===== src/rtl/led_acc_fx.sv =====
// led_acc_fx: LED stacking effect, a dot travels and piles up into a full bar, then clears.
// Define LED_ACC_DRAIN_EN to drain the full bar one LED per step instead of clearing it at once.
module led_acc_fx #(
  parameter int WIDTH      = 8,
  parameter int TICK_DIV   = 1,
  parameter int HOLD_STEPS = 2
) (
  input  logic                       clk,
  input  logic                       reset,
  input  logic                       en,
  input  logic                       dir,
  output logic [WIDTH-1:0]           q,
  output logic [$clog2(WIDTH+1)-1:0] level,
  output logic                       cycle_done
);
  localparam int LW = $clog2(WIDTH+1);
  localparam int PW = $clog2(WIDTH);
  localparam int CW = TICK_DIV > 1 ? $clog2(TICK_DIV) : 1;
  localparam int HW = HOLD_STEPS > 0 ? $clog2(HOLD_STEPS+1) : 1;
  typedef enum logic [1:0] {
    FILL,
    HOLD
`ifdef LED_ACC_DRAIN_EN
    , DRAIN
`endif
  } state_t;
  state_t st, st_n;
  logic [LW-1:0] k, k_n;
  logic [PW-1:0] p, p_n;
  logic [HW-1:0] h, h_n;
  logic [CW-1:0] pc;
  logic dot, dot_n, dir_r, dr_n, done_n, step;
  logic [WIDTH-1:0] fr_n, q_n;
  assign step  = en && int'(pc) == TICK_DIV - 1;
  assign level = k;
  always_comb begin
    st_n   = st;
    k_n    = k;
    p_n    = p;
    dot_n  = dot;
    h_n    = h;
    dr_n   = dir_r;
    done_n = 1'b0;
    if (step) begin
      case (st)
        FILL: begin
          if (!dot) begin
            dot_n = 1'b1;
            p_n   = '0;
            dr_n  = k == '0 ? dir : dir_r;
          end else if (int'(p) != WIDTH - 1 - int'(k)) begin
            p_n = p + 1'b1;
          end else begin
            k_n = k + 1'b1;
            p_n = '0;
            if (int'(k) == WIDTH - 1) begin
              dot_n = 1'b0;
              h_n   = '0;
              st_n  = HOLD;
            end
          end
        end
        HOLD: begin
          if (int'(h) == HOLD_STEPS) begin
`ifdef LED_ACC_DRAIN_EN
            st_n = DRAIN;
            k_n  = k - 1'b1;
`else
            st_n   = FILL;
            k_n    = '0;
            done_n = 1'b1;
`endif
          end else begin
            h_n = h + 1'b1;
          end
        end
`ifdef LED_ACC_DRAIN_EN
        DRAIN: begin
          k_n = k - 1'b1;
          if (int'(k) == 1) begin
            st_n   = FILL;
            done_n = 1'b1;
          end
        end
`endif
        default: st_n = FILL;
      endcase
    end
  end
  // q is rebuilt from the next state every clock; between steps that reproduces the current q
  always_comb begin
    fr_n = '0;
    q_n  = '0;
    for (int i = 0; i < WIDTH; i++)
      fr_n[i] = st_n == HOLD
             || (st_n == FILL && (i >= WIDTH - int'(k_n) || (dot_n && int'(p_n) == i)))
`ifdef LED_ACC_DRAIN_EN
             || (st_n == DRAIN && i < int'(k_n))
`endif
             ;
    for (int i = 0; i < WIDTH; i++)
      q_n[i] = dr_n ? fr_n[WIDTH-1-i] : fr_n[i];
  end
  always_ff @(posedge clk) begin
    if (reset) begin
      st         <= FILL;
      k          <= '0;
      p          <= '0;
      h          <= '0;
      pc         <= '0;
      dot        <= 1'b0;
      dir_r      <= 1'b0;
      q          <= '0;
      cycle_done <= 1'b0;
    end else begin
      st         <= st_n;
      k          <= k_n;
      p          <= p_n;
      h          <= h_n;
      pc         <= en ? (step ? '0 : pc + 1'b1) : pc;
      dot        <= dot_n;
      dir_r      <= dr_n;
      q          <= q_n;
      cycle_done <= done_n;
    end
  end
endmodule


===== config.mk =====
export PLATFORM = sky130hd
export DESIGN_NAME = led_acc_fx
export DESIGN_NICKNAME = d
export VERILOG_FILES = /design/src/rtl/led_acc_fx.sv
export SDC_FILE = /design/constraint.sdc
export NUM_CORES = 1
export LEC_CHECK = 0
export ABC_CLOCK_PERIOD_IN_PS = 4400
export CAP_MARGIN = 20
export CORE_MARGIN = 5
export CORE_UTILIZATION = 25
export DETAILED_ROUTE_END_ITERATION = 8
export DONT_BUFFER_PORTS = 1
export PLACE_DENSITY = 0.43
export SLEW_MARGIN = 40
export SYNTH_ARGS = -nofsm -noshare
export SYNTH_HDL_FRONTEND = slang
export SYNTH_SLANG_ARGS = --single-unit

===== constraint.sdc =====
create_clock -name clk -period 4.4 [get_ports clk]
set_clock_uncertainty 0.15 [all_clocks]
set_input_delay 0.22 -clock clk [delete_from_list [all_inputs] [get_ports clk]]
set_output_delay 0.22 -clock clk [all_outputs]
set_load 0.01 [all_outputs]

Yosys cells after proc, flatten, opt, wreduce, memory -nomap -nowiden
Cells that the tools add are included.
Word-level totals
  flip-flop bits (word level): 23
  input bits: 4
  output and inout port bits: 13
  word-level logic and storage cells: 121
Cells by class
  $add $sub $neg: 6
  magnitude comparators: 8
  equality and inequality tests: 16
  muxes and demuxes: 39
  bitwise operators: 3
  reduce and logical (&&, ||, !) cells: 40
Operators by type and width (number)
  >= comparator 4 x 5 -> 1 bit (first input constant): 4
  two-way mux 1 bit: 19
  two-way mux 2 bit: 9
  logical AND 1 bit: 17
  logical OR 1 bit: 16
  two-way mux 4 bit: 4
  == test 3 bit (second input constant): 4
  two-way mux 3 bit: 4
  >= comparator 3 x 5 -> 1 bit (first input constant): 2
  inequality test 2 bit (second input constant): 4
  case mux 2 bit (2 select lines): 2
  case mux 4 bit (2 select lines): 1
  == test 3 x 2 -> 1 bit (second input constant): 2
  AND reduction 6 bit: 1
  >= comparator 1 x 5 -> 1 bit (first input constant): 1
  >= comparator 2 x 5 -> 1 bit (first input constant): 1
  inequality test 4 x 5 -> 1 bit: 1
  subtractor 3 x 4 -> 5 bit (first input constant): 1
  subtractor 4 x 4 -> 5 bit (first input constant): 1
  adder 4 x 1 -> 4 bit (second input constant): 1
  == test 2 x 1 -> 1 bit (second input constant): 2
  == test 4 bit (second input constant): 1
  logical NOT 2 bit: 2
  logical NOT 4 bit: 1
  other kinds (9): 11

Longest topological paths before layout
  depth in word-level cells: 12
  gate-level depth with buffers: 13
  gate-level depth less buffers: 13

Least setup slack after synthesis
OpenSTA, ideal clock, no wires.
  path type: reg2reg
  start: register k[2], in the netlist level[2]
  end: register q[0]
  setup time: 0.091 ns
  arrival: 2.975 ns
  data required time: 4.159 ns
  setup slack: 1.184 ns
  cell stages (with the launch flop): 12
  path buffers: 2
  clock period less this slack: 3.216 ns
  path through: dfxtp_1 > buf_6 > xnor2_2 > or4_1 > buf_2 > or4_4 > a31oi_4 > xor2_2 > nor2_1 > ha_1 > xor2_1 > a311oi_1
Between the ends
  word-level cells in the longest chain between the ends: 12
  elaborated cells between the ends (all ways): 44
  those cells by class: 3 x add/sub; 2 x order compare; 4 x eq/ne; 24 x mux; 11 x reduce/logical
Ends and longest elaborated chain
  start, declared: line 28  | logic [LW-1:0] k, k_n;
  start signal, assigned: line 117  | k <= k_n;
  subtractor 3 x 4 -> 5 bit: line 51  | end else if (int'(p) != WIDTH - 1 - int'(k)) begin
  inequality test 4 x 5 -> 1 bit: line 51
  two-way mux 4 bit or two-way mux 3 bit (tied branches): line 51
  two-way mux 4 bit or two-way mux 3 bit (tied branches): line 47  | if (!dot) begin
  case mux 4 bit (2 select lines) or two-way mux 3 bit (tied branches): line 45  | case (st)
  two-way mux 4 bit or two-way mux 3 bit (tied branches): line 44  | if (step) begin
  subtractor 4 x 4 -> 5 bit, or another cell as far along: line 96  | || (st_n == FILL && (i >= WIDTH - int'(k_n) || (dot_n && int'(p_n) == i)))
  >= comparator 1 x 5 -> 1 bit, or another cell as far along: line 96
  logical OR 1 bit: line 96
  logical AND 1 bit: line 96
  logical OR 1 bit: line 96
  two-way mux 1 bit *: line 102  | q_n[i] = dr_n ? fr_n[WIDTH-1-i] : fr_n[i];
  end signal, assigned: line 123  | q <= q_n;
  end, declared: line 12  | output logic [WIDTH-1:0] q,
Every way passes the cells marked *; elsewhere a longest branch is shown, timed or not.
A chain may end at the register's enable or synchronous reset.

Worst setup path in the final report
  start: register k[2], in the netlist level[2]
  end: register q[7]
Between the ends
  word-level cells in the longest chain between the ends: 12
  elaborated cells between the ends (all ways): 44
  those cells by class: 3 x add/sub; 2 x order compare; 4 x eq/ne; 24 x mux; 11 x reduce/logical
Ends and longest elaborated chain (line)
  subtractor 3 x 4 -> 5 bit: 51
  inequality test 4 x 5 -> 1 bit: 51
  two-way mux 4 bit or two-way mux 3 bit (tied branches): 51
  two-way mux 4 bit or two-way mux 3 bit (tied branches): 47
  case mux 4 bit (2 select lines) or two-way mux 3 bit (tied branches): 45
  two-way mux 4 bit or two-way mux 3 bit (tied branches): 44
  subtractor 4 x 4 -> 5 bit, or another cell as far along: 96
  >= comparator 4 x 5 -> 1 bit, or another cell as far along: 96
  logical OR 1 bit: 96
  logical AND 1 bit: 96
  logical OR 1 bit: 96
  two-way mux 1 bit *: 102
Marked as above.

==> metrics.json <==
{
  "start_util": {"value": 26.0, "unit": "%"},
  "grt_usage": {"value": 10.2, "unit": "%"},
  "placeable_core_region": {"value": 5570, "unit": "sq um"},
  "cts_setup_buffers": {"value": 0},
  "pwr_density_cell": {"value": 247, "unit": "nW/um^2"},
  "synth_flop_cell": {"value": "dfxtp_1"},
  "synth.cell_area": {"value": 1450, "unit": "sq um"},
  "cts_tree": {"value": "built"},
  "dieArea": {"value": 7430, "unit": "sq um"},
  "rr_endpoint": {"value": "q[7]"},
  "critical_path_peak_fanout": {"value": 10},
  "total_leakage_power": {"value": 0.000566, "unit": "uW"},
  "ys.warnings.count": {"value": 0},
  "vdd.ir_drop.worst": {"value": 0.000126, "unit": "V"},
  "hpwl": {"value": 2.85, "unit": "mm"},
  "sort_of_element_at_the_end_of_the_critical_path": {"value": "flop"},
  "placement_rows": {"value": 27},
  "remaining_drc_errors": {"value": 0},
  "die_height": {"value": 86.2, "unit": "um"},
  "synthDominantCellAreaShare": {"value": 31.7, "unit": "%"},
  "report.final.setup_viol": {"value": 0},
  "yosys-top-cells-area": {"value": "dfxtp_1, ha_1, nor2_1, nand2_1, a311oi_1"},
  "holdCritPathClass": {"value": "primary input to flop"},
  "critPathRequiredTime": {"value": 4.41, "unit": "ns"},
  "whs_path_depth": {"value": 3},
  "maxClockFrequency": {"value": 273, "unit": "MHz"},
  "layout-area-overhead-vs-synth": {"value": 10.3, "unit": "%"},
  "first_pass_grt_wire_length": {"value": 6.06, "unit": "mm"},
  "ctsResizeCount": {"value": 0},
  "min_to": {"value": "st[1]"},
  "worst_hold_slack": {"value": 0.118, "unit": "ns"},
  "overall_overflow_remaining_after_global_route": {"value": 0},
  "clk_transition_reported_paths": {"value": 0.09, "unit": "ns"},
  "max_slew.worst_pin.slew": {"value": 0.569, "unit": "ns"},
  "top_level_ports": {"value": 17},
  "cts_made_buffers": {"value": 3},
  "period_share": {"value": 83.4, "unit": "%"},
  "library_cell_occupying_the_most_area_in_the_post_synthesis_netlist": {"value": "dfxtp_1"},
  "first_global_vias": {"value": 1212},
  "antenna_found_initial": {"value": 0},
  "avgViaCountPerCell": {"value": 5.20},
  "proportion_of_layout_cells_with_a_drive_suffix_above_1": {"value": 7.73, "unit": "%"},
  "dr_vias": {"value": 1315},
  "path_class": {"value": "flop to flop"},
  "ff2ff_setup_slack": {"value": 0.73, "unit": "ns"},
  "clockRootBuffer": {"value": "clkbuf_8"},
  "antenna_nets_post_route": {"value": 0},
  "ys_seq_area_share": {"value": 31.7, "unit": "%"},
  "synth-async-reset-ratio": {"value": 0, "unit": "%"},
  "clock_insertion_delay_at_the_later_pin_of_the_skew_report": {"value": 0.27, "unit": "ns"},
  "r2r-start": {"value": "level[2]"},
  "global_route.usage.met2": {"value": 16.0, "unit": "%"},
  "ctsHtreeMaxLevel": {"value": 1},
  "drt_pass1_iterations": {"value": 4},
  "timing.slew.headroom": {"value": 61.7, "unit": "%"},
  "outcome": {"value": "complete, no violations"},
  "postSynthCellCount": {"value": 178},
  "ctsLongestPathBuffers": {"value": 2},
  "gpl.final_weighted_congestion": {"value": 0.806},
  "die-width": {"value": 86.2, "unit": "um"},
  "cap_violations": {"value": 0},
  "critical_path.startpoint_type": {"value": "flop"},
  "finish.net_count": {"value": 193},
  "r2r_cells": {"value": 9},
  "grt.met3_usage": {"value": 1.81, "unit": "%"},
  "netlist-cell-type-count": {"value": 45},
  "report.final.slew_viol_count": {"value": 0},
  "diodes": {"value": 0},
  "synth_area_per_cell": {"value": 8.15, "unit": "sq um"},
  "finalHoldViolations": {"value": 0},
  "clock_sinks": {"value": 23},
  "grt_busiest_layer": {"value": "met2"},
  "dr.first_iter.drc_count": {"value": 71},
  "postSynthNetCount": {"value": 189},
  "largest_net_degree_at_the_start_of_global_routing": {"value": 16},
  "timing.final.crit_period": {"value": 3.67, "unit": "ns"},
  "worst_ep_arrival_time": {"value": 3.68, "unit": "ns"},
  "fin_setup_tns": {"value": 0, "unit": "ns"},
  "synth_edf_count": {"value": 0},
  "synth_seq_cells": {"value": 23},
  "portbufs": {"value": 0},
  "unrepaired_setup_endpoints_after_global_routing": {"value": "false"},
  "routedWlPerCell": {"value": 14.6, "unit": "um"},
  "grt.met1_usage": {"value": 13.8, "unit": "%"},
  "wirelength": {"value": 3.70, "unit": "mm"},
  "hp-start": {"value": "en"}
}
==> what timing repair did <==
item,CTS,global route
endpoints found under the hold margin,15,0
setup endpoints to repair,0,0
hold buffers,3,0
==> worst max-delay path: stages, from the launching register on <==
cell,delay (ns)
dfxtp_1,0.60
xnor2_2,0.16
or4_1,0.69
or4_4,0.61
a31oi_4,0.21
xor2_2,0.27
nor2_1,0.07
ha_1,0.29
xor2_1,0.19
a311oi_1,0.32
==> metal layers <==
metal,vias to the layer above,part of all wire (%)
li1,659,-
met1,621,48
met3,6,4.6
met4,0,2.0
met2,29,46
met5,-,0
==> sequential cells by signal, indices dropped and copies added, names as in the netlist <==
register	cells
level	4
pc	1
dir_r	1
h	2
q	8
st	2
dot	1
p	3
cycle_done	1
==> final cells by class <==
cell class	instances	area, sq um
clock buffers	4	45.0
fillers	602	3970
inverters	10	37.5
multi-input cells	139	922
flip-flops and latches	23	460
well taps	72	90.1
repair buffers	5	45.0
==> power by group <==
part	internal (uW)	leakage [uW]	switching, uW
registers	215	0.000187	7.43
logic	15.5	0.000356	22.4
clock network	64.7	0.0000228	70.2
total	295	0.000566	100
==> Yosys cell counts, types with 2 or more instances <==
| cell type | n |
|---|---|
| and2_1 | 2 |
| nor3_1 | 7 |
| dfxtp_1 | 23 |
| and3_1 | 2 |
| or3_1 | 5 |
| nor2_1 | 20 |
| mux2i_1 | 2 |
| or4_1 | 2 |
| nand2b_1 | 4 |
| nand3b_1 | 2 |
| o21ai_0 | 7 |
| nand2_1 | 18 |
| xnor2_1 | 3 |
| nand3_1 | 5 |
| a2111oi_0 | 2 |
| a311oi_1 | 7 |
| inv_1 | 10 |
| nor2b_1 | 3 |
| a21oi_1 | 9 |
| mux2_2 | 3 |
| clkbuf_1 | 3 |
| ha_1 | 7 |
| a31oi_1 | 3 |
| nor4b_1 | 4 |
| nor4_1 | 4 |
| a21boi_0 | 2 |
==> cells by family after synthesis <==
logic type	after synthesis	synth area share [%]
fa+ha+maj	7	6.03
flops	23	31.7
buf+inv	16	4.74
simple gates	83	30.0
compound gates	38	19.1
mux	5	3.71
xor+xnor	6	4.66
==> cell usage in the layout, fill, tap and decap left out, types with 3 or more instances in the layout <==
cell type	Yosys	final
dfxtp_1	23	23
a311oi_1	7	7
dlygate4sd3_1	0	3
nor2_1	20	20
nand2_1	18	18
xnor2_1	3	3
a21oi_1	9	9
mux2_2	3	3
ha_1	7	7
nand3_1	5	5
nor4b_1	4	4
nor2b_1	3	3
nand2b_1	4	4
nor4_1	4	4
nor3_1	7	7
inv_1	10	10
o21ai_0	7	7
clkbuf_8	0	3
a31oi_1	3	3
or3_1	5	5
==> worst max-delay path by stage <==
stage	startpoint	end	slack (ns)
2_1_floorplan	level[2]	q[0]	1.18
3_3_place_gp	level[2]	q[0]	0.80
3_5_place_dp	level[2]	q[7]	0.73
4_1_cts	level[2]	q[7]	0.70
5_1_grt	level[2]	q[0]	0.42
6_report	level[2]	q[7]	0.73
==> through the flow <==
stage | std cells | instance area (sq um) | power [uW] | setup slack [ns] | utilization [%]
after CTS | 253 | 1600 | 401 | 0.704 | 28.7
after floorplan | 178 | 1450 | 252 | 1.18 | -
after global routing | 253 | 1600 | 416 | 0.422 | 28.7
final | 253 | 1600 | 395 | 0.732 | 28.7
after global placement | 246 | 1530 | 261 | 0.801 | 27.4
after detailed placement | 246 | 1530 | 261 | 0.732 | 27.4
No activity file was read; power rests on OpenSTA's default activity.
